<file path="src/rtl/spi_seq_pkg.sv">
`default_nettype none
// +--------------------------------------------------------------------+
// | Module   : spi_seq_pkg                                             |
// | Brief    : Shared op encodings, sequencer states, entry width.     |
// | Revision : 1.0 - initial release                                   |
// +--------------------------------------------------------------------+
package spi_seq_pkg;

    localparam logic [1:0] OP_SEND = 2'b00;
    localparam logic [1:0] OP_WAIT = 2'b01;
    localparam logic [1:0] OP_SKIP = 2'b10;
    localparam logic [1:0] OP_END  = 2'b11;

    typedef enum logic [2:0] {
        SEQ_IDLE  = 3'd0,
        SEQ_FETCH = 3'd1,
        SEQ_FRAME = 3'd2,
        SEQ_WAIT  = 3'd3,
        SEQ_SKIP  = 3'd4
    } seq_state_e;

    // Table entry = 2-bit op on top of a full frame payload.
    function automatic int entry_w(input int frame_w);
        return frame_w + 2;
    endfunction

endpackage
`default_nettype wire

</file>
<file path="src/rtl/spi_frame_shifter.sv">
`default_nettype none
// +--------------------------------------------------------------------+
// | Module   : spi_frame_shifter                                       |
// | Brief    : One SPI mode-0 frame, MSB first, with CS setup/hold/gap.|
// |            Optional readback when SPI_READBACK_EN is defined.      |
// | Revision : 1.0 - initial release                                   |
// +--------------------------------------------------------------------+
module spi_frame_shifter
    import spi_seq_pkg::*;
#(
    parameter int FRAME_W = 40,
    parameter int CLK_DIV = 4,
    parameter int CS_GAP  = 7
) (
    input  logic               clk,
    input  logic               rst,
    input  logic               start,
    input  logic [FRAME_W-1:0] data,
    output logic               done,
    output logic               sclk,
    output logic               cs_n,
    output logic               mosi
`ifdef SPI_READBACK_EN
    ,
    input  logic               miso,
    output logic [FRAME_W-1:0] rd_data,
    output logic               rd_valid
`endif
);

    localparam int c_CNT_MAX = (CLK_DIV > CS_GAP) ? CLK_DIV : CS_GAP;
    localparam int c_CNT_W   = $clog2(c_CNT_MAX + 1);
    localparam int c_BIT_W   = $clog2(FRAME_W + 1);

    localparam logic [2:0] c_PH_IDLE  = 3'd0;
    localparam logic [2:0] c_PH_SETUP = 3'd1;
    localparam logic [2:0] c_PH_SHIFT = 3'd2;
    localparam logic [2:0] c_PH_HOLD  = 3'd3;
    localparam logic [2:0] c_PH_GAP   = 3'd4;

    localparam logic [c_CNT_W-1:0] c_DIV_LAST = c_CNT_W'(CLK_DIV - 1);
    localparam logic [c_CNT_W-1:0] c_GAP_LAST = c_CNT_W'(CS_GAP - 1);
    localparam logic [c_BIT_W-1:0] c_BIT_LAST = c_BIT_W'(FRAME_W - 1);
    localparam logic [2:0]         c_PH_AFTER_HOLD = (CS_GAP == 0) ? c_PH_IDLE : c_PH_GAP;

    logic [2:0]         r_phase;
    logic [c_CNT_W-1:0] r_cnt;
    logic [c_BIT_W-1:0] r_bit;
    logic [FRAME_W-1:0] r_sreg;
    logic               r_sclk;
    logic               r_cs_n;
    logic               r_mosi;
    logic               w_div_end;
    logic               w_hold_end;

    assign w_div_end  = (r_cnt == c_DIV_LAST);
    assign w_hold_end = (r_phase == c_PH_HOLD) && w_div_end;
    assign done       = (CS_GAP == 0) ? w_hold_end
                                      : ((r_phase == c_PH_GAP) && (r_cnt == c_GAP_LAST));
    assign sclk       = r_sclk;
    assign cs_n       = r_cs_n;
    assign mosi       = r_mosi;

    always_ff @(posedge clk or posedge rst) begin
        if (rst) begin
            r_phase <= c_PH_IDLE;
            r_cnt   <= '0;
            r_bit   <= '0;
            r_sreg  <= '0;
            r_sclk  <= 1'b0;
            r_cs_n  <= 1'b1;
            r_mosi  <= 1'b0;
        end else begin
            case (r_phase)
                c_PH_IDLE: begin
                    if (start) begin
                        r_phase <= c_PH_SETUP;
                        r_cnt   <= '0;
                        r_bit   <= '0;
                        r_sreg  <= data;
                        r_cs_n  <= 1'b0;
                        r_mosi  <= data[FRAME_W-1];
                    end
                end
                c_PH_SETUP: begin
                    r_cnt <= w_div_end ? '0 : r_cnt + 1'b1;
                    if (w_div_end) begin
                        r_phase <= c_PH_SHIFT;
                        r_sclk  <= 1'b1;
                    end
                end
                c_PH_SHIFT: begin
                    r_cnt <= w_div_end ? '0 : r_cnt + 1'b1;
                    if (w_div_end) begin
                        if (r_sclk) begin
                            // Falling edge: present the next bit, the last bit stays through hold.
                            r_sclk <= 1'b0;
                            if (r_bit != c_BIT_LAST) begin
                                r_sreg <= {r_sreg[FRAME_W-2:0], 1'b0};
                                r_mosi <= r_sreg[FRAME_W-2];
                            end
                        end else if (r_bit == c_BIT_LAST) begin
                            r_phase <= c_PH_HOLD;
                        end else begin
                            r_sclk <= 1'b1;
                            r_bit  <= r_bit + 1'b1;
                        end
                    end
                end
                c_PH_HOLD: begin
                    r_cnt <= w_div_end ? '0 : r_cnt + 1'b1;
                    if (w_div_end) begin
                        r_phase <= c_PH_AFTER_HOLD;
                        r_cs_n  <= 1'b1;
                        r_mosi  <= 1'b0;
                    end
                end
                c_PH_GAP: begin
                    if (done) begin
                        r_phase <= c_PH_IDLE;
                        r_cnt   <= '0;
                    end else begin
                        r_cnt <= r_cnt + 1'b1;
                    end
                end
                default: r_phase <= c_PH_IDLE;
            endcase
        end
    end

`ifdef SPI_READBACK_EN
    localparam logic [c_CNT_W-1:0] c_DIV_PEN = (CLK_DIV > 1) ? c_CNT_W'(CLK_DIV - 2)
                                                             : {c_CNT_W{1'b0}};

    logic [FRAME_W-1:0] r_rx;
    logic [FRAME_W-1:0] r_rd_data;
    logic               r_rd_valid;
    logic               w_rise;
    logic               w_hold_entry;
    logic               w_last_hold;

    // Edges of clk that raise sclk are exactly the points where miso is sampled.
    assign w_rise       = ((r_phase == c_PH_SETUP) && w_div_end)
                       || ((r_phase == c_PH_SHIFT) && w_div_end && !r_sclk && (r_bit != c_BIT_LAST));
    assign w_hold_entry = (r_phase == c_PH_SHIFT) && w_div_end && !r_sclk && (r_bit == c_BIT_LAST);
    assign w_last_hold  = (CLK_DIV == 1) ? w_hold_entry
                                         : ((r_phase == c_PH_HOLD) && (r_cnt == c_DIV_PEN));
    assign rd_data      = r_rd_data;
    assign rd_valid     = r_rd_valid;

    always_ff @(posedge clk or posedge rst) begin
        if (rst) begin
            r_rx       <= '0;
            r_rd_data  <= '0;
            r_rd_valid <= 1'b0;
        end else begin
            if (w_rise) begin
                r_rx <= {r_rx[FRAME_W-2:0], miso};
            end
            r_rd_valid <= w_last_hold;
            if (w_last_hold) begin
                r_rd_data <= r_rx;
            end
        end
    end
`endif

endmodule
`default_nettype wire

</file>
<file path="src/rtl/spi_cmd_sequencer.sv">
`default_nettype none
// +--------------------------------------------------------------------+
// | Module   : spi_cmd_sequencer                                       |
// | Brief    : SPI command master playing a SEND/WAIT/SKIP/END table   |
// |            or single host frames. Readback via SPI_READBACK_EN.    |
// | Revision : 1.0 - initial release                                   |
// +--------------------------------------------------------------------+
module spi_cmd_sequencer
    import spi_seq_pkg::*;
#(
    parameter int FRAME_W  = 40,
    parameter int CONF_LEN = 22,
    parameter int CLK_DIV  = 4,
    parameter int CS_GAP   = 7,
    parameter int WAIT_W   = 17
) (
    input  logic                                  clk,
    input  logic                                  rst,
    input  logic                                  init_start,
    input  logic                                  wr_start,
    input  logic [FRAME_W-1:0]                    wr_data,
    input  logic [CONF_LEN*entry_w(FRAME_W)-1:0]  init_table,
    output logic                                  busy,
    output logic                                  init_done,
    output logic                                  sclk,
    output logic                                  cs_n,
    output logic                                  mosi
`ifdef SPI_READBACK_EN
    ,
    input  logic                                  miso,
    output logic [FRAME_W-1:0]                    rd_data,
    output logic                                  rd_valid
`endif
);

    localparam int c_ENTRY_W = entry_w(FRAME_W);
    localparam int c_IDX_W   = (CONF_LEN > 1) ? $clog2(CONF_LEN) : 1;
    localparam logic [c_IDX_W-1:0] c_IDX_LAST = c_IDX_W'(CONF_LEN - 1);

    seq_state_e           r_state;
    logic [c_IDX_W-1:0]   r_idx;
    logic                 r_last_entry;
    logic                 r_wr_mode;
    logic                 r_busy;
    logic                 r_init_done;
    logic [WAIT_W-1:0]    r_wait_cnt;

    logic [c_ENTRY_W-1:0] w_entry;
    logic [1:0]           w_op;
    logic [FRAME_W-1:0]   w_payload;
    logic                 w_accept_init;
    logic                 w_accept_wr;
    logic                 w_frame_start;
    logic [FRAME_W-1:0]   w_frame_data;
    logic                 w_frame_done;
    logic                 w_entry_end;

    assign w_entry       = init_table[r_idx * c_ENTRY_W +: c_ENTRY_W];
    assign w_op          = w_entry[c_ENTRY_W-1 -: 2];
    assign w_payload     = w_entry[FRAME_W-1:0];
    // init_start has priority; a simultaneous wr_start is dropped.
    assign w_accept_init = (r_state == SEQ_IDLE) && init_start;
    assign w_accept_wr   = (r_state == SEQ_IDLE) && wr_start && !init_start;
    assign w_frame_start = w_accept_wr || ((r_state == SEQ_FETCH) && (w_op == OP_SEND));
    assign w_frame_data  = (r_state == SEQ_FETCH) ? w_payload : wr_data;
    assign w_entry_end   = ((r_state == SEQ_FRAME) && w_frame_done)
                        || ((r_state == SEQ_WAIT) && (r_wait_cnt == '0))
                        ||  (r_state == SEQ_SKIP);
    assign busy          = r_busy;
    assign init_done     = r_init_done;

    always_ff @(posedge clk or posedge rst) begin
        if (rst) begin
            r_state      <= SEQ_IDLE;
            r_idx        <= '0;
            r_last_entry <= 1'b0;
            r_wr_mode    <= 1'b0;
            r_busy       <= 1'b0;
            r_init_done  <= 1'b0;
            r_wait_cnt   <= '0;
        end else begin
            case (r_state)
                SEQ_IDLE: begin
                    if (w_accept_init) begin
                        r_state     <= SEQ_FETCH;
                        r_idx       <= '0;
                        r_busy      <= 1'b1;
                        r_init_done <= 1'b0;
                        r_wr_mode   <= 1'b0;
                    end else if (w_accept_wr) begin
                        r_state   <= SEQ_FRAME;
                        r_busy    <= 1'b1;
                        r_wr_mode <= 1'b1;
                    end
                end
                SEQ_FETCH: begin
                    r_last_entry <= (r_idx == c_IDX_LAST);
                    r_idx        <= (r_idx == c_IDX_LAST) ? '0 : r_idx + 1'b1;
                    case (w_op)
                        OP_SEND: r_state <= SEQ_FRAME;
                        OP_WAIT: begin
                            r_state    <= SEQ_WAIT;
                            r_wait_cnt <= w_payload[WAIT_W-1:0];
                        end
                        OP_SKIP: r_state <= SEQ_SKIP;
                        default: begin
                            r_state     <= SEQ_IDLE;
                            r_busy      <= 1'b0;
                            r_init_done <= 1'b1;
                        end
                    endcase
                end
                SEQ_FRAME, SEQ_WAIT, SEQ_SKIP: begin
                    if ((r_state == SEQ_WAIT) && (r_wait_cnt != '0)) begin
                        r_wait_cnt <= r_wait_cnt - 1'b1;
                    end
                    if (w_entry_end) begin
                        if (r_wr_mode) begin
                            r_state <= SEQ_IDLE;
                            r_busy  <= 1'b0;
                        end else if (r_last_entry) begin
                            r_state     <= SEQ_IDLE;
                            r_busy      <= 1'b0;
                            r_init_done <= 1'b1;
                        end else begin
                            r_state <= SEQ_FETCH;
                        end
                    end
                end
                default: r_state <= SEQ_IDLE;
            endcase
        end
    end

    spi_frame_shifter #(
        .FRAME_W (FRAME_W),
        .CLK_DIV (CLK_DIV),
        .CS_GAP  (CS_GAP)
    ) u_shifter (
        .clk      (clk),
        .rst      (rst),
        .start    (w_frame_start),
        .data     (w_frame_data),
        .done     (w_frame_done),
        .sclk     (sclk),
        .cs_n     (cs_n),
        .mosi     (mosi)
`ifdef SPI_READBACK_EN
        ,
        .miso     (miso),
        .rd_data  (rd_data),
        .rd_valid (rd_valid)
`endif
    );

endmodule
`default_nettype wire
</file>
<file path="config.mk">
export PLATFORM = sky130hd
export DESIGN_NAME = spi_cmd_sequencer
export DESIGN_NICKNAME = d
export VERILOG_FILES = /design/src/rtl/spi_seq_pkg.sv /design/src/rtl/spi_frame_shifter.sv /design/src/rtl/spi_cmd_sequencer.sv
export SDC_FILE = /design/constraint.sdc
export NUM_CORES = 1
export LEC_CHECK = 0
export CORE_AREA = 2 2 378 380
export DETAILED_ROUTE_END_ITERATION = 10
export DIE_AREA = 0 0 380 382
export PLACE_DENSITY = 0.37
export REMOVE_ABC_BUFFERS = 1
export SYNTH_ARGS = -nofsm -noshare
export SYNTH_HDL_FRONTEND = slang
export SYNTH_HIERARCHICAL = 1
export SYNTH_SLANG_ARGS = --single-unit
</file>
<file path="constraint.sdc">
create_clock -name clk -period 3.3 [get_ports clk]
set_input_delay 0.99 -clock clk [delete_from_list [all_inputs] [get_ports clk]]
set_output_delay 0.99 -clock clk [all_outputs]
set_load 0.005 [all_outputs]
</file>
# Word-level counts from Yosys, hierarchy flattened
# Cells that the tools add are included.
# classes
multipliers,1
shifts,1
n_eq_ne,34
addsub,4
reduce_logical,42
muxes,63
# ops
op,count
924-bit by 12-bit variable part select with 42-bit output,1
39-bit two-way mux,4
39-bit case mux with 2 select lines,1
40-bit two-way mux,1
3-bit two-way mux,13
17-bit two-way mux,2
17-bit case mux with 2 select lines,1
3-bit case mux with 3 select lines,3
1-bit two-way mux,24
6-bit two-way mux,4
2-bit inequality test (second input constant),9
17-bit zero test,1
17-bit nonzero test,1
17-bit by 1-bit subtractor with 17-bit output (second input constant),1
2-bit by 1-bit inequality test with 1-bit output (second input constant),8
3-bit by 2-bit equality test with 1-bit output (second input constant),5
3-bit case mux with 5 select lines,1
5-bit AND reduction,3
6-bit case mux with 2 select lines,1
6-bit AND reduction,2
2-bit nonzero test,6
5-bit by 5-bit multiplier with 10-bit output (second input constant),1
5-bit two-way mux,2
5-bit case mux with 2 select lines,1
other kinds (23),49
# totals
register_bits,83

# Logic depth before layout (Yosys ltp)
# Gate-level depths: netlist of the first run.
# logic_depth
ltp_word,7
depth_mapped,13

# Modules after synthesis
# The synthesis of the first run kept the hierarchy.
# by_module_without_submodules
module,n_inst,area_each_um2,cells_per_inst,seq_area_each_um2
spi_cmd_sequencer,1,9741.8,949,725.7
spi_frame_shifter,1,2875.3,232,1352.5

# Least setup slack after synthesis of the first run
# Ideal clock, no wire load.
# synth_path
path_kind,input-to-reg
from,input init_table[671]
to,register u_shifter.r_sreg[1]
path_buffers,2
t_arrival_ns,3.230
required_ns,3.173
path_slack_ns,-0.058
setup_time_ns,0.127
cell_stages,10
cell_sequence,mux4_2 -> o21ai_1 -> nand4b_1 -> o21ai_0 -> nand2b_1 -> nor3_2 -> a41oi_2 -> buf_6 -> buf_6 -> mux2_1
# synth_between
elab_chain_cells,6
word_cells_on_any_way,9
# synth_rtl
element,line_no,rtl
start: declaration,spi_cmd_sequencer.sv:22,"input logic [CONF_LEN*entry_w(FRAME_W)-1:0] init_table,"
924-bit by 12-bit variable part select with 42-bit output,spi_cmd_sequencer.sv:58,assign w_entry = init_table[r_idx * c_ENTRY_W +: c_ENTRY_W];
2-bit zero test,spi_cmd_sequencer.sv:64,assign w_frame_start = w_accept_wr || ((r_state == SEQ_FETCH) && (w_op == OP_SEND));
1-bit logical AND,spi_cmd_sequencer.sv:64,
1-bit logical OR,spi_cmd_sequencer.sv:64,
named net w_frame_start,spi_cmd_sequencer.sv:53,logic w_frame_start;
2-bit by 1-bit inequality test with 1-bit output (no line),--,
5-bit AND reduction (no line),--,
end signal: assignment,spi_frame_shifter.sv:80,r_sreg <= data;
end signal: assignment,spi_frame_shifter.sv:99,"r_sreg <= {r_sreg[FRAME_W-2:0], 1'b0};"
end: declaration,spi_frame_shifter.sv:49,logic [FRAME_W-1:0] r_sreg;
# The timed path passes the listed nets, and every way through them passes these cells. The select of a mux whose other input is x is not followed.
# A chain may end at the register's enable or synchronous reset.

# Final worst setup path of the first run
# layout_path
from,input init_table[653]
to,register u_shifter.r_sreg[23]
# layout_between
word_cells_on_any_way,9
# layout_rtl
element,line_no,rtl
924-bit by 12-bit variable part select with 42-bit output,spi_cmd_sequencer.sv:58,
40-bit two-way mux,spi_cmd_sequencer.sv:65,assign w_frame_data = (r_state == SEQ_FETCH) ? w_payload : wr_data;
named net w_frame_data[23],spi_cmd_sequencer.sv:54,logic [FRAME_W-1:0] w_frame_data;
39-bit two-way mux,spi_frame_shifter.sv:76,if (start) begin
39-bit case mux with 2 select lines,spi_frame_shifter.sv:74,case (r_phase)
# The timed path passes the listed nets, and every way through them passes these cells. The select of a mux whose other input is x is not followed.

==> results of run 1 <==
registers in the layout, indices dropped and copies added, names as in the netlist:
| signal | flops |
|---|---|
| r_state | 3 |
| u_shifter/r_cnt | 3 |
| u_shifter/sclk | 1 |
| u_shifter/mosi | 1 |
| r_last_entry | 1 |
| u_shifter/cs_n | 1 |
| busy | 1 |
| r_wait_cnt | 17 |
| r_wr_mode | 1 |
| u_shifter/r_sreg | 39 |
| u_shifter/r_bit | 6 |
| u_shifter/r_phase | 3 |
| init_done | 1 |
| r_idx | 5 |
cells by family after synthesis:
group / Yosys count / share of synthesized area, %
AO/OA/AOI/OAI: 257 / 12.8
XOR/XNOR: 3 / 0.208
adder cells (fa/ha/maj): 9 / 0.893
buffers and inverters: 138 / 6.22
flip-flops: 83 / 16.5
multiplexers: 379 / 51.9
AND/OR/NAND/NOR: 312 / 11.5
Yosys cell counts, types with 8 or more instances:
master                      instances
sky130_fd_sc_hd__a211oi_1          15
sky130_fd_sc_hd__a21oi_1           66
sky130_fd_sc_hd__a221oi_1          11
sky130_fd_sc_hd__a311oi_1          13
sky130_fd_sc_hd__and2_1            14
sky130_fd_sc_hd__and3_1             8
sky130_fd_sc_hd__buf_2             31
sky130_fd_sc_hd__buf_4             17
sky130_fd_sc_hd__buf_6             16
sky130_fd_sc_hd__clkbuf_1          47
sky130_fd_sc_hd__dfrtp_1           82
sky130_fd_sc_hd__ha_1               9
sky130_fd_sc_hd__inv_1             17
sky130_fd_sc_hd__mux2_1            10
sky130_fd_sc_hd__mux2_2            69
sky130_fd_sc_hd__mux2i_1           87
sky130_fd_sc_hd__mux4_2           212
sky130_fd_sc_hd__nand2_1          151
sky130_fd_sc_hd__nand2b_1           9
sky130_fd_sc_hd__nand3_1           18
sky130_fd_sc_hd__nand3b_1           9
sky130_fd_sc_hd__nor2_1            57
sky130_fd_sc_hd__nor3_1            12
sky130_fd_sc_hd__o21ai_0           64
sky130_fd_sc_hd__o21ai_1           16
sky130_fd_sc_hd__o22ai_1           17
sky130_fd_sc_hd__o2bb2ai_1         11
worst max-delay path by stage:
| stage | start | end | cells after the start |
|---|---|---|---|
| after detailed placement | init_table[671] | u_shifter/r_sreg[37] | 11 |
| final | init_table[653] | u_shifter/r_sreg[23] | 7 |
| after global placement | init_table[671] | u_shifter/r_sreg[37] | 11 |
| after CTS | r_idx[0] | u_shifter/r_sreg[17] | 11 |
| after global routing | r_idx[0] | u_shifter/r_sreg[17] | 9 |
| after floorplan | r_idx[0] | u_shifter/r_sreg[10] | 8 |
stage by stage:
stage               hold WS (ps)  area, um^2  setup TNS (ps)  instances
floorplan                    450       11900         -657450       1061
global placement             466       25400          -81140       4062
detailed placement           471       25400          -79140       4062
CTS                          491       25900           -2060       4087
global route                 502       26100               0       4094
finish                       493       26100               0       4103
worst max-delay path, cell delays in order:
cell and delay, ps:
sky130_fd_sc_hd__clkdlybuf4s50_1 530, sky130_fd_sc_hd__mux4_2 540, sky130_fd_sc_hd__mux4_2 520, sky130_fd_sc_hd__a221oi_1 310
sky130_fd_sc_hd__nor2_1 70, sky130_fd_sc_hd__mux2_2 260, sky130_fd_sc_hd__mux2_2 250
cell usage in the layout (no fill, tap or decap), types with 28 or more instances in the layout:
cell type / n
sky130_fd_sc_hd__nor2_1: 56
sky130_fd_sc_hd__mux2_2: 55
sky130_fd_sc_hd__nand2_1: 151
sky130_fd_sc_hd__mux4_2: 212
sky130_fd_sc_hd__buf_4: 116
sky130_fd_sc_hd__a21oi_1: 64
sky130_fd_sc_hd__mux2i_1: 85
sky130_fd_sc_hd__o21ai_0: 62
sky130_fd_sc_hd__clkdlybuf4s50_1: 956
sky130_fd_sc_hd__dfrtp_1: 76
sky130_fd_sc_hd__buf_12: 28
where the power goes:
group          total (mW)  leakage (nW)  switching [mW]  internal (mW)
Sequential           1.02          1.07               0           1.02
Clock                1.05         0.131           0.529          0.522
Combinational        1.65          8.86           0.389           1.26
Total                3.72          10.1           0.918           2.80
repair_timing:
| action | CTS | global route |
|---|---|---|
| setup buffers | 6 | 6 |
| resized for setup | 45 | 30 |
| gates cloned | 4 | 1 |
| endpoints found under the setup margin | 72 | 39 |
| pin swaps | 5 | 6 |
routing by layer:
metal  vias to the layer above  GRT usage [%]  wire [um]
li1                       6789              -          -
met1                      7348           17.6      44200
met2                       668           23.9      51200
met3                        93           5.06       9760
met4                        38           1.47        830
met5                         -              0        230
cell type report:
type                    count  area, um^2
well taps                1890        2360
fillers                 15729      115000
inverters                  18        72.6
diodes                     11        27.5
clock buffers              10         229
repair buffers           1125       11400
flip-flops and latches     83        2100
clock inverters             6        48.8
multi-input cells         960        9930
==> impl_metrics.sql, run 1 <==
INSERT INTO impl_metrics (metric_group, metric, value, unit) VALUES
('sta', 'report.final.hold_viol_count', '0', ''),
('floorplan', 'die_width', '380', 'um'),
('floorplan', 'die_footprint', '145000', 'um^2'),
('clocking', 'cts_htree_levels', '3', ''),
('detailed_routing', 'postRouteWirelength', '106000', 'um'),
('clocking', 'clock_sinks', '83', ''),
('placement', 'gp_congestion', '0.862', ''),
('logic_synthesis', 'syn-cell-area', '12600', 'um^2'),
('global_routing', 'first_global_vias', '16498', ''),
('detailed_routing', 'wl_per_cell', '25.9', 'um'),
('worst_hold_path', 'timing.hold.worst_path_depth', '1', ''),
('detailed_routing', 'drt-pass1-iter-count', '5', ''),
('clocking', 'tritoncts', 'done', ''),
('logic_synthesis', 'number_of_enable_type_register_cells_in_the_synthesized_netlist', '0', ''),
('power_and_ir_drop', 'power.density_cell_area', '142', 'nW/um^2'),
('clocking', 'clock_latency_late_sink', '370', 'ps'),
('sta', 'finalCriticalPeriod', '3210', 'ps'),
('clocking', 'clock_tree.root_cell', 'sky130_fd_sc_hd__clkbuf_16', ''),
('worst_setup_path', 'timing.reg2reg.worst_path_depth', '9', ''),
('logic_synthesis', 'yosys_top_cell_by_area', 'sky130_fd_sc_hd__mux4_2', ''),
('worst_setup_path', 'required', '3560', 'ps'),
('clocking', 'postCtsHoldBufs', '0', ''),
('worst_setup_path', 'reg2reg_from', 'r_idx[0]', ''),
('detailed_routing', 'number_of_nets_with_antenna_violations_after_routing', '0', ''),
('worst_hold_path', 'worstHoldStart', 'r_wait_cnt[9]', ''),
('detailed_routing', 'post_drt_via_cell_ratio', '3.64', ''),
('worst_hold_path', 'hp-class', 'reg2reg', ''),
('sta', 'rsz0062_at_grt', 'false', ''),
('worst_setup_path', 'r2r_slack', '130', 'ps'),
('logic_synthesis', 'synth-warning-count', '6', ''),
('global_routing', 'grt_overflow_total', '0', ''),
('worst_setup_path', 'timing.critical_path.arrival', '3470', 'ps'),
('logic_synthesis', 'top_area_cells_in_the_synthesized_netlist', 'sky130_fd_sc_hd__mux4_2 (38%), sky130_fd_sc_hd__dfrtp_1 (16%), sky130_fd_sc_hd__mux2i_1 (6.9%)', ''),
('logic_synthesis', 'synth.top_cell.area_share', '37.8', '%'),
('clocking', 'cts-buffers-inserted', '9', ''),
('power_and_ir_drop', 'leakagePower', '10.1', 'nW'),
('sta', 'timing.final.crit_share', '97.3', '%'),
('clocking', 'clk_path_buf_depth', '2', ''),
('worst_setup_path', 'cp_max_fo', '1', ''),
('detailed_routing', 'drcViolationCount', '0', ''),
('sta', 'slew_violations', '0', ''),
('placement', 'setup_slack_placement', '-1350', 'ps'),
('floorplan', 'placementRows', '138', ''),
('logic_synthesis', 'synth_area_per_cell', '10.7', 'um^2'),
('final_layout', 'finalNetCount', '3174', ''),
('clocking', 'clk_transition_reported_paths', '70', 'ps'),
('global_routing', 'grt_first_pass_wirelength', '140000', 'um'),
('power_and_ir_drop', 'power.total', '3.72', 'mW'),
('worst_setup_path', 'critPathLaunchType', 'input pin', ''),
('placement', 'buffer_ports.inserted', '972', ''),
('sta', 'fin_worst_skew', '10.6', 'ps'),
('worst_setup_path', 'start_to_end_type_of_the_worst_setup_path', 'in2reg', ''),
('sta', 'setup_slack', '89.8', 'ps'),
('placement', 'dp_hpwl', '90400', 'um'),
('floorplan', 'num_io_pins', '973', ''),
('outcome', 'run_status', 'completed', ''),
('run', 'timing.max_cap.violations', '0', ''),
('logic_synthesis', 'postSynthRegisterBits', '83', ''),
('global_routing', 'largest_net_degree_at_the_start_of_global_routing', '64', ''),
('logic_synthesis', 'post_synth_num_cell_types', '71', ''),
('sta', 'setup_viol', '0', ''),
('worst_setup_path', 'worst_r2r_endpoint', 'u_shifter/r_sreg[17]', ''),
('detailed_routing', 'initialDrtViolationCount', '807', ''),
('sta', 'worstMarginPinSlew', '761', 'ps'),
('logic_synthesis', 'yosys_most_used_dff', 'sky130_fd_sc_hd__dfrtp_1', ''),
('final_layout', 'share_of_cells_above_drive_strength_1', '22.5', '%'),
('sta', 'max_freq', '312', 'MHz'),
('floorplan', 'chipHeight', '382', 'um'),
('power_and_ir_drop', 'irDropWorstVdd', '0.241', 'mV'),
('final_layout', 'final_core_utilization', '18.6', '%'),
('final_layout', 'area_growth_syn_to_layout', '107', '%');
Note: power is estimated with default switching activity, not from simulation.
==> inputs of run 2 (changes only) <==
--- a/config.mk
+++ b/config.mk
@@ -8,6 +8,7 @@
 export CORE_AREA = 2 2 378 380
 export DETAILED_ROUTE_END_ITERATION = 10
 export DIE_AREA = 0 0 380 382
+export MAX_ROUTING_LAYER = met4
 export PLACE_DENSITY = 0.37
 export REMOVE_ABC_BUFFERS = 1
 export SYNTH_ARGS = -nofsm -noshare
==> run 2 against run 1 <==
Effect of this change:
- setup slack better by 21 ps
- power down 0.14%
- count of clock-buffer cells in the layout unchanged
- via count up 0.23%
- global-route usage up 0.42 points
- critical path type unchanged
- non-clock buffer count unchanged
==> impl_metrics.sql, run 2 (same netlist as run 1, synthesis figures left out) <==
INSERT INTO impl_metrics (metric_group, metric, value, unit) VALUES
('outcome', 'run_status', 'completed', ''),
('floorplan', 'chipHeight', '382', 'um'),
('clocking', 'clock_tree.root_cell', 'sky130_fd_sc_hd__clkbuf_16', ''),
('sta', 'worstMarginPinSlew', '779', 'ps'),
('sta', 'tightest_slew_margin_relative_to_the_limit', '48.0', '%'),
('worst_setup_path', 'critPathLaunchType', 'input pin', ''),
('worst_setup_path', 'path_cells', 'clkdlybuf4s50_1 > mux4_2 > mux4_2 > a221oi_1 > nor2_1 > mux2_2 > mux2_2', ''),
('final_layout', 'reg_top3', 'u_shifter/r_sreg: 39 flops, r_wait_cnt: 17 flops, u_shifter/r_bit: 6 flops', ''),
('power_and_ir_drop', 'leakagePower', '10.1', 'nW'),
('final_layout', 'final_common_cell', 'sky130_fd_sc_hd__clkdlybuf4s50_1', ''),
('final_layout', 'area_growth_syn_to_layout', '108', '%'),
('detailed_routing', 'wl_per_cell', '25.8', 'um'),
('placement', 'place.detailed.instances', '4062', ''),
('clocking', 'postCtsHoldBufs', '0', ''),
('worst_setup_path', 'worst_path_dominant_cell_family', 'multiplexers', ''),
('sta', 'slew_violations', '0', ''),
('detailed_routing', 'post_drt_via_cell_ratio', '3.63', ''),
('clocking', 'clk_path_buf_depth', '2', ''),
('final_layout', 'share_of_cells_above_drive_strength_1', '22.5', '%'),
('worst_setup_path', 'start_to_end_type_of_the_worst_setup_path', 'in2reg', ''),
('clocking', 'cts-buffers-inserted', '9', ''),
('global_routing', 'antenna_found_initial', '57', ''),
('global_routing', 'grt_first_pass_wirelength', '140000', 'um'),
('final_layout', 'fill_cells', '15731', ''),
('global_routing', 'grt_overflow_total', '0', ''),
('global_routing', 'groute.usage.overall', '14.5', '%'),
('clocking', 'clock_sinks', '83', ''),
('final_layout', 'most_frequent_cells_in_the_layout', 'sky130_fd_sc_hd__clkdlybuf4s50_1 (956), sky130_fd_sc_hd__mux4_2 (212), sky130_fd_sc_hd__nand2_1 (151)', ''),
('worst_setup_path', 'timing.critical_path.arrival', '3450', 'ps'),
('sta', 'setup_slack', '111', 'ps'),
('sta', 'fin_worst_skew', '12.3', 'ps'),
('run', 'timing.max_cap.violations', '0', ''),
('final_layout', 'top_register', 'u_shifter/r_sreg', ''),
('sta', 'report.final.hold_viol_count', '0', ''),
('power_and_ir_drop', 'power.density_cell_area', '142', 'nW/um^2'),
('floorplan', 'num_io_pins', '973', ''),
('clocking', 'clk_transition_reported_paths', '70', 'ps'),
('global_routing', 'largest_net_degree_at_the_start_of_global_routing', '64', ''),
('worst_hold_path', 'hp-class', 'reg2reg', ''),
('worst_setup_path', 'critical_path.n_buffers_inverters', '1', ''),
('placement', 'gp_congestion', '0.877', ''),
('sta', 'finalCriticalPeriod', '3190', 'ps'),
('worst_setup_path', 'required', '3560', 'ps'),
('floorplan', 'die_footprint', '145000', 'um^2'),
('detailed_routing', 'vias', '14970', ''),
('worst_setup_path', 'cpPeakStageDelay', '540', 'ps'),
('floorplan', 'start_util', '8.95', '%'),
('detailed_routing', 'postRouteWirelength', '106000', 'um'),
('placement', 'setup_slack_placement', '-1350', 'ps'),
('global_routing', 'first_global_vias', '16517', ''),
('worst_setup_path', 'endpoint_kind', 'flip-flop', ''),
('final_layout', 'fin_cells', '4123', ''),
('sta', 'totalNegativeSetupSlack', '0', 'ps'),
('worst_setup_path', 'cp_max_fo', '1', ''),
('sta', 'max_freq', '314', 'MHz'),
('floorplan', 'die_width', '380', 'um'),
('final_layout', 'largest_register_ffs', '39', ''),
('clocking', 'clock_latency_late_sink', '370', 'ps'),
('placement', 'buffer_ports.inserted', '972', ''),
('detailed_routing', 'drcViolationCount', '0', ''),
('clocking', 'tritoncts', 'done', ''),
('detailed_routing', 'number_of_nets_with_antenna_violations_after_routing', '0', ''),
('final_layout', 'final_core_utilization', '18.6', '%'),
('sta', 'setup_viol', '0', ''),
('clocking', 'cts_htree_levels', '3', ''),
('floorplan', 'placementRows', '138', ''),
('detailed_routing', 'initialDrtViolationCount', '745', ''),
('detailed_routing', 'drt-pass1-iter-count', '5', ''),
('worst_setup_path', 'r2r_slack', '140', 'ps'),
('floorplan', 'area_of_the_core_region', '141000', 'um^2'),
('power_and_ir_drop', 'irDropWorstVdd', '0.237', 'mV'),
('final_layout', 'finalNetCount', '3174', ''),
('sta', 'timing.final.crit_share', '96.6', '%'),
('worst_setup_path', 'timing.critical_path.slowest_stage_cell', 'sky130_fd_sc_hd__mux4_2', ''),
('placement', 'dp_hpwl', '90400', 'um'),
('sta', 'rsz0062_at_grt', 'false', ''),
('sta', 'hold-worst-slack', '500', 'ps');
## run 2: cell count changes in the layout (fill, tap and decap cells not counted), sizes merged
cell   change
diode     +20
## run 2: power breakdown
group          switching, mW  internal, mW
Clock                  0.524         0.522
Sequential                 0          1.02
Combinational          0.389          1.26
Total                  0.913          2.80
## run 2: final cells by class
type | instances | area (um^2) | share of cell area, %
clock inverter | 6 | 48.8 | 0.186
multi-input combinational | 960 | 9930 | 37.9
timing repair buffer | 1125 | 11400 | 43.4
inverter | 18 | 72.6 | 0.277
tap | 1890 | 2360 | 9.03
clock buffer | 10 | 229 | 0.874
sequential | 83 | 2100 | 8.00
antenna | 31 | 77.6 | 0.296
## run 2: layer usage
layer  up-vias  global-route usage [%]  share of wire, %
li1       6821                       -                 -
met1      7445                    18.0                43
met2       642                    23.8                48
met3        62                    4.37               7.6
met4         0                    1.47              0.69
met5         -                       -                 0
## run 2: what timing repair did
item,in CTS,in global routing
pin swaps,5,6
cloned,4,1
setup endpoints to repair,72,39
endpoints found under the hold margin,0,0
buffers inserted,6,6
gates resized for setup,45,30
## run 2: path summary, 6_finish.rpt
| kind | from | end | cells after the start |
|---|---|---|---|
| hold reg to reg | u_shifter/r_bit[0] | u_shifter/r_bit[0] | 1 |
| setup reg to reg | r_idx[0] | u_shifter/r_sreg[17] | 9 |
| min in group asynchronous | rst | u_shifter/r_cnt[1] | 3 |
| setup / recovery | init_table[653] | u_shifter/r_sreg[23] | 7 |
| max in group asynchronous | rst | r_idx[1] | 3 |
| hold / removal | u_shifter/r_bit[0] | u_shifter/r_bit[0] | 1 |
## run 2: worst register-to-register path: stages, from the launching register on
cell and delay [ps]:
sky130_fd_sc_hd__dfrtp_4 450, sky130_fd_sc_hd__buf_4 150, sky130_fd_sc_hd__buf_4 240, sky130_fd_sc_hd__buf_6 200, sky130_fd_sc_hd__mux4_2 540, sky130_fd_sc_hd__mux4_2 520, sky130_fd_sc_hd__a221oi_1 330, sky130_fd_sc_hd__nor2_1 90
sky130_fd_sc_hd__mux2_2 270, sky130_fd_sc_hd__mux2_4 270
## run 2: stage by stage
stage | area (um^2) | power, mW
after floorplan | 11900 | 1.36
after global placement | 25400 | 2.69
after detailed placement | 25400 | 2.71
after CTS | 25900 | 3.81
after global routing | 26200 | 3.91
final | 26200 | 3.71
==> inputs of run 3 (changes only) <==
--- a/config.mk
+++ b/config.mk
@@ -5,9 +5,9 @@
 export SDC_FILE = /design/constraint.sdc
 export NUM_CORES = 1
 export LEC_CHECK = 0
-export CORE_AREA = 2 2 378 380
+export CORE_AREA = 2 2 384 386
 export DETAILED_ROUTE_END_ITERATION = 10
-export DIE_AREA = 0 0 380 382
+export DIE_AREA = 0 0 386 388
 export MAX_ROUTING_LAYER = met4
 export PLACE_DENSITY = 0.37
 export REMOVE_ABC_BUFFERS = 1
==> constraint.sdc (replaced) <==
create_clock -name clk -period 2.9 [get_ports clk]
set_input_delay 0.87 -clock clk [delete_from_list [all_inputs] [get_ports clk]]
set_output_delay 0.87 -clock clk [all_outputs]
set_load 0.005 [all_outputs]
==> run 3 against run 2 <==
Effect of this change:
- the run now ends with negative setup slack left
- count of clock-buffer cells in the layout down 1
- sequential power up 14%
- clock skew up 6.4 ps
- die area up 3.2%
- via count up 2.0%
- design area up 3.6%
- register-to-register slack worse by 510 ps
- flip-flop and latch count unchanged
- global-route usage down 0.17 points
- core utilization up 0.11 points
- worst hold slack worse by 10 ps
- non-clock buffer count up 81
- largest cell class unchanged
- largest power group unchanged
==> impl_metrics.sql, run 3 (same netlist as run 1, synthesis figures left out) <==
INSERT INTO impl_metrics (metric_group, metric, value, unit) VALUES
('final_layout', 'finalNetCount', '3255', ''),
('floorplan', 'die_footprint', '150000', 'um^2'),
('power_and_ir_drop', 'leakagePower', '10.5', 'nW'),
('sta', 'slew_violations', '0', ''),
('worst_setup_path', 'critical_path.n_buffers_inverters', '5', ''),
('sta', 'report.final.hold_viol_count', '0', ''),
('sta', 'tightest_slew_margin_relative_to_the_limit', '49.8', '%'),
('detailed_routing', 'wl_per_cell', '25.8', 'um'),
('worst_setup_path', 'timing.critical_path.arrival', '3570', 'ps'),
('global_routing', 'largest_net_degree_at_the_start_of_global_routing', '47', ''),
('sta', 'timing.final.crit_share', '114', '%'),
('detailed_routing', 'post_drt_via_cell_ratio', '3.61', ''),
('clocking', 'clock_sinks', '83', ''),
('final_layout', 'final_core_utilization', '18.7', '%'),
('global_routing', 'antenna_found_initial', '56', ''),
('power_and_ir_drop', 'irDropWorstVdd', '0.245', 'mV'),
('final_layout', 'largest_register_ffs', '39', ''),
('placement', 'setup_slack_placement', '-1370', 'ps'),
('sta', 'worstMarginPinSlew', '752', 'ps'),
('placement', 'buffer_ports.inserted', '972', ''),
('worst_setup_path', 'required', '3150', 'ps'),
('clocking', 'cts_htree_levels', '3', ''),
('detailed_routing', 'drcViolationCount', '0', ''),
('clocking', 'tritoncts', 'done', ''),
('sta', 'totalNegativeSetupSlack', '-13160', 'ps'),
('clocking', 'postCtsHoldBufs', '0', ''),
('run', 'timing.max_cap.violations', '0', ''),
('detailed_routing', 'postRouteWirelength', '109000', 'um'),
('final_layout', 'area_growth_syn_to_layout', '115', '%'),
('final_layout', 'reg_top3', 'u_shifter/r_sreg: 39 flops, r_wait_cnt: 17 flops, u_shifter/r_bit: 6 flops', ''),
('worst_setup_path', 'critPathLaunchType', 'input pin', ''),
('final_layout', 'top_register', 'u_shifter/r_sreg', ''),
('final_layout', 'fill_cells', '16043', ''),
('worst_setup_path', 'timing.critical_path.slowest_stage_cell', 'sky130_fd_sc_hd__clkdlybuf4s50_1', ''),
('floorplan', 'start_util', '8.69', '%'),
('floorplan', 'chipHeight', '388', 'um'),
('worst_setup_path', 'path_cells', 'clkdlybuf4s50_1 > mux2i_1 > a22oi_1 > nand3_1 > o211ai_1 > o21ai_1 > buf_4 > nand2b_4 > nor3_4 > a41oi_4 > buf_12 > buf_8 > bufbuf_16 > mux2_2', ''),
('final_layout', 'share_of_cells_above_drive_strength_1', '25.9', '%'),
('placement', 'gp_congestion', '0.895', ''),
('floorplan', 'placementRows', '140', ''),
('outcome', 'run_status', 'finished with violations', ''),
('sta', 'finalCriticalPeriod', '3320', 'ps'),
('detailed_routing', 'number_of_nets_with_antenna_violations_after_routing', '0', ''),
('final_layout', 'final_common_cell', 'sky130_fd_sc_hd__clkdlybuf4s50_1', ''),
('clocking', 'clock_tree.root_cell', 'sky130_fd_sc_hd__clkbuf_16', ''),
('detailed_routing', 'initialDrtViolationCount', '733', ''),
('clocking', 'clock_latency_late_sink', '390', 'ps'),
('sta', 'setup_viol', '39', ''),
('power_and_ir_drop', 'power.density_cell_area', '157', 'nW/um^2'),
('global_routing', 'grt_first_pass_wirelength', '142000', 'um'),
('sta', 'setup_slack', '-420', 'ps'),
('detailed_routing', 'vias', '15265', ''),
('worst_hold_path', 'hp-class', 'reg2reg', ''),
('sta', 'fin_worst_skew', '18.7', 'ps'),
('floorplan', 'die_width', '386', 'um'),
('final_layout', 'most_frequent_cells_in_the_layout', 'sky130_fd_sc_hd__clkdlybuf4s50_1 (959), sky130_fd_sc_hd__mux4_2 (212), sky130_fd_sc_hd__buf_4 (175)', ''),
('global_routing', 'groute.usage.overall', '14.3', '%'),
('worst_setup_path', 'cp_max_fo', '4', ''),
('placement', 'dp_hpwl', '95000', 'um'),
('worst_setup_path', 'endpoint_kind', 'flip-flop', ''),
('global_routing', 'first_global_vias', '16665', ''),
('floorplan', 'num_io_pins', '973', ''),
('worst_setup_path', 'worst_path_dominant_cell_family', 'buffers and inverters', ''),
('outcome', 'violations', 'negative setup slack', ''),
('clocking', 'clk_path_buf_depth', '2', ''),
('clocking', 'cts-buffers-inserted', '9', ''),
('floorplan', 'area_of_the_core_region', '145000', 'um^2'),
('worst_setup_path', 'cpPeakStageDelay', '460', 'ps'),
('global_routing', 'grt_overflow_total', '0', ''),
('sta', 'max_freq', '301', 'MHz'),
('detailed_routing', 'drt-pass1-iter-count', '4', ''),
('sta', 'hold-worst-slack', '490', 'ps'),
('clocking', 'clk_transition_reported_paths', '60', 'ps'),
('worst_setup_path', 'start_to_end_type_of_the_worst_setup_path', 'in2reg', ''),
('sta', 'rsz0062_at_grt', 'true', '');
==> run 3: cell types whose count changed in the layout (fill, tap and decap cells not counted), sizes merged, moves of 2 or more <==
cell           change
buf               +75
diode              -4
clkdlybuf4s50      +3
clkinv             +3
bufbuf             +2
clkinvlp           -2
==> run 3: what timing repair did <==
action                     CTS  global route
setup endpoints to repair   72            59
setup buffers               19             3
resized for setup           73            30
pin swaps                    6             7
gates cloned                 7             1
==> run 3: layout make-up <==
type / count / area [um^2] / share of cell area, %
sequential: 83 / 2100 / 7.72
clock inverter: 7 / 78.8 / 0.290
inverter: 18 / 73.8 / 0.272
tap: 1917 / 2400 / 8.83
multi-input combinational: 960 / 9990 / 36.8
clock buffer: 9 / 225 / 0.829
antenna: 27 / 67.6 / 0.249
timing repair buffer: 1206 / 12200 / 45.0
==> run 3: path summary, 6_finish.rpt <==
check	from	endpoint	slack (ps)	cells past startpoint
max	init_table[208]	u_shifter/r_sreg[35]	-420	14
min	u_shifter/r_sreg[37]	u_shifter/r_sreg[37]	490	1
max reg2reg	r_idx[0]	u_shifter/r_sreg[35]	-370	16
min reg2reg	u_shifter/r_sreg[37]	u_shifter/r_sreg[37]	490	1
max in group asynchronous	rst	u_shifter/cs_n	1420	3
min in group asynchronous	rst	u_shifter/r_cnt[1]	860	2
==> run 3: where the power goes <==
group / leakage, nW / switching (mW) / internal [mW]
Clock: 0.149 / 0.624 / 0.614
Combinational: 9.32 / 0.431 / 1.44
Sequential: 1.07 / 0 / 1.16
==> run 3: through the flow <==
stage | instances | power, mW | instance area, um^2
after CTS | 4199 | 4.36 | 27000
after global placement | 4159 | 3.05 | 26000
after global routing | 4224 | 4.47 | 27100
final | 4227 | 4.26 | 27200
after floorplan | 1061 | 1.55 | 11900
after detailed placement | 4159 | 3.06 | 26000
==> run 3: routing by layer <==
| layer | global-route usage [%] | vias up | part of all wire [%] |
|---|---|---|---|
| met2 | 23.8 | 605 | 48 |
| li1 | - | 6982 | - |
| met3 | 3.76 | 47 | 6.4 |
| met5 | - | - | 0 |
| met4 | 1.22 | 0 | 0.78 |
| met1 | 18.0 | 7631 | 45 |
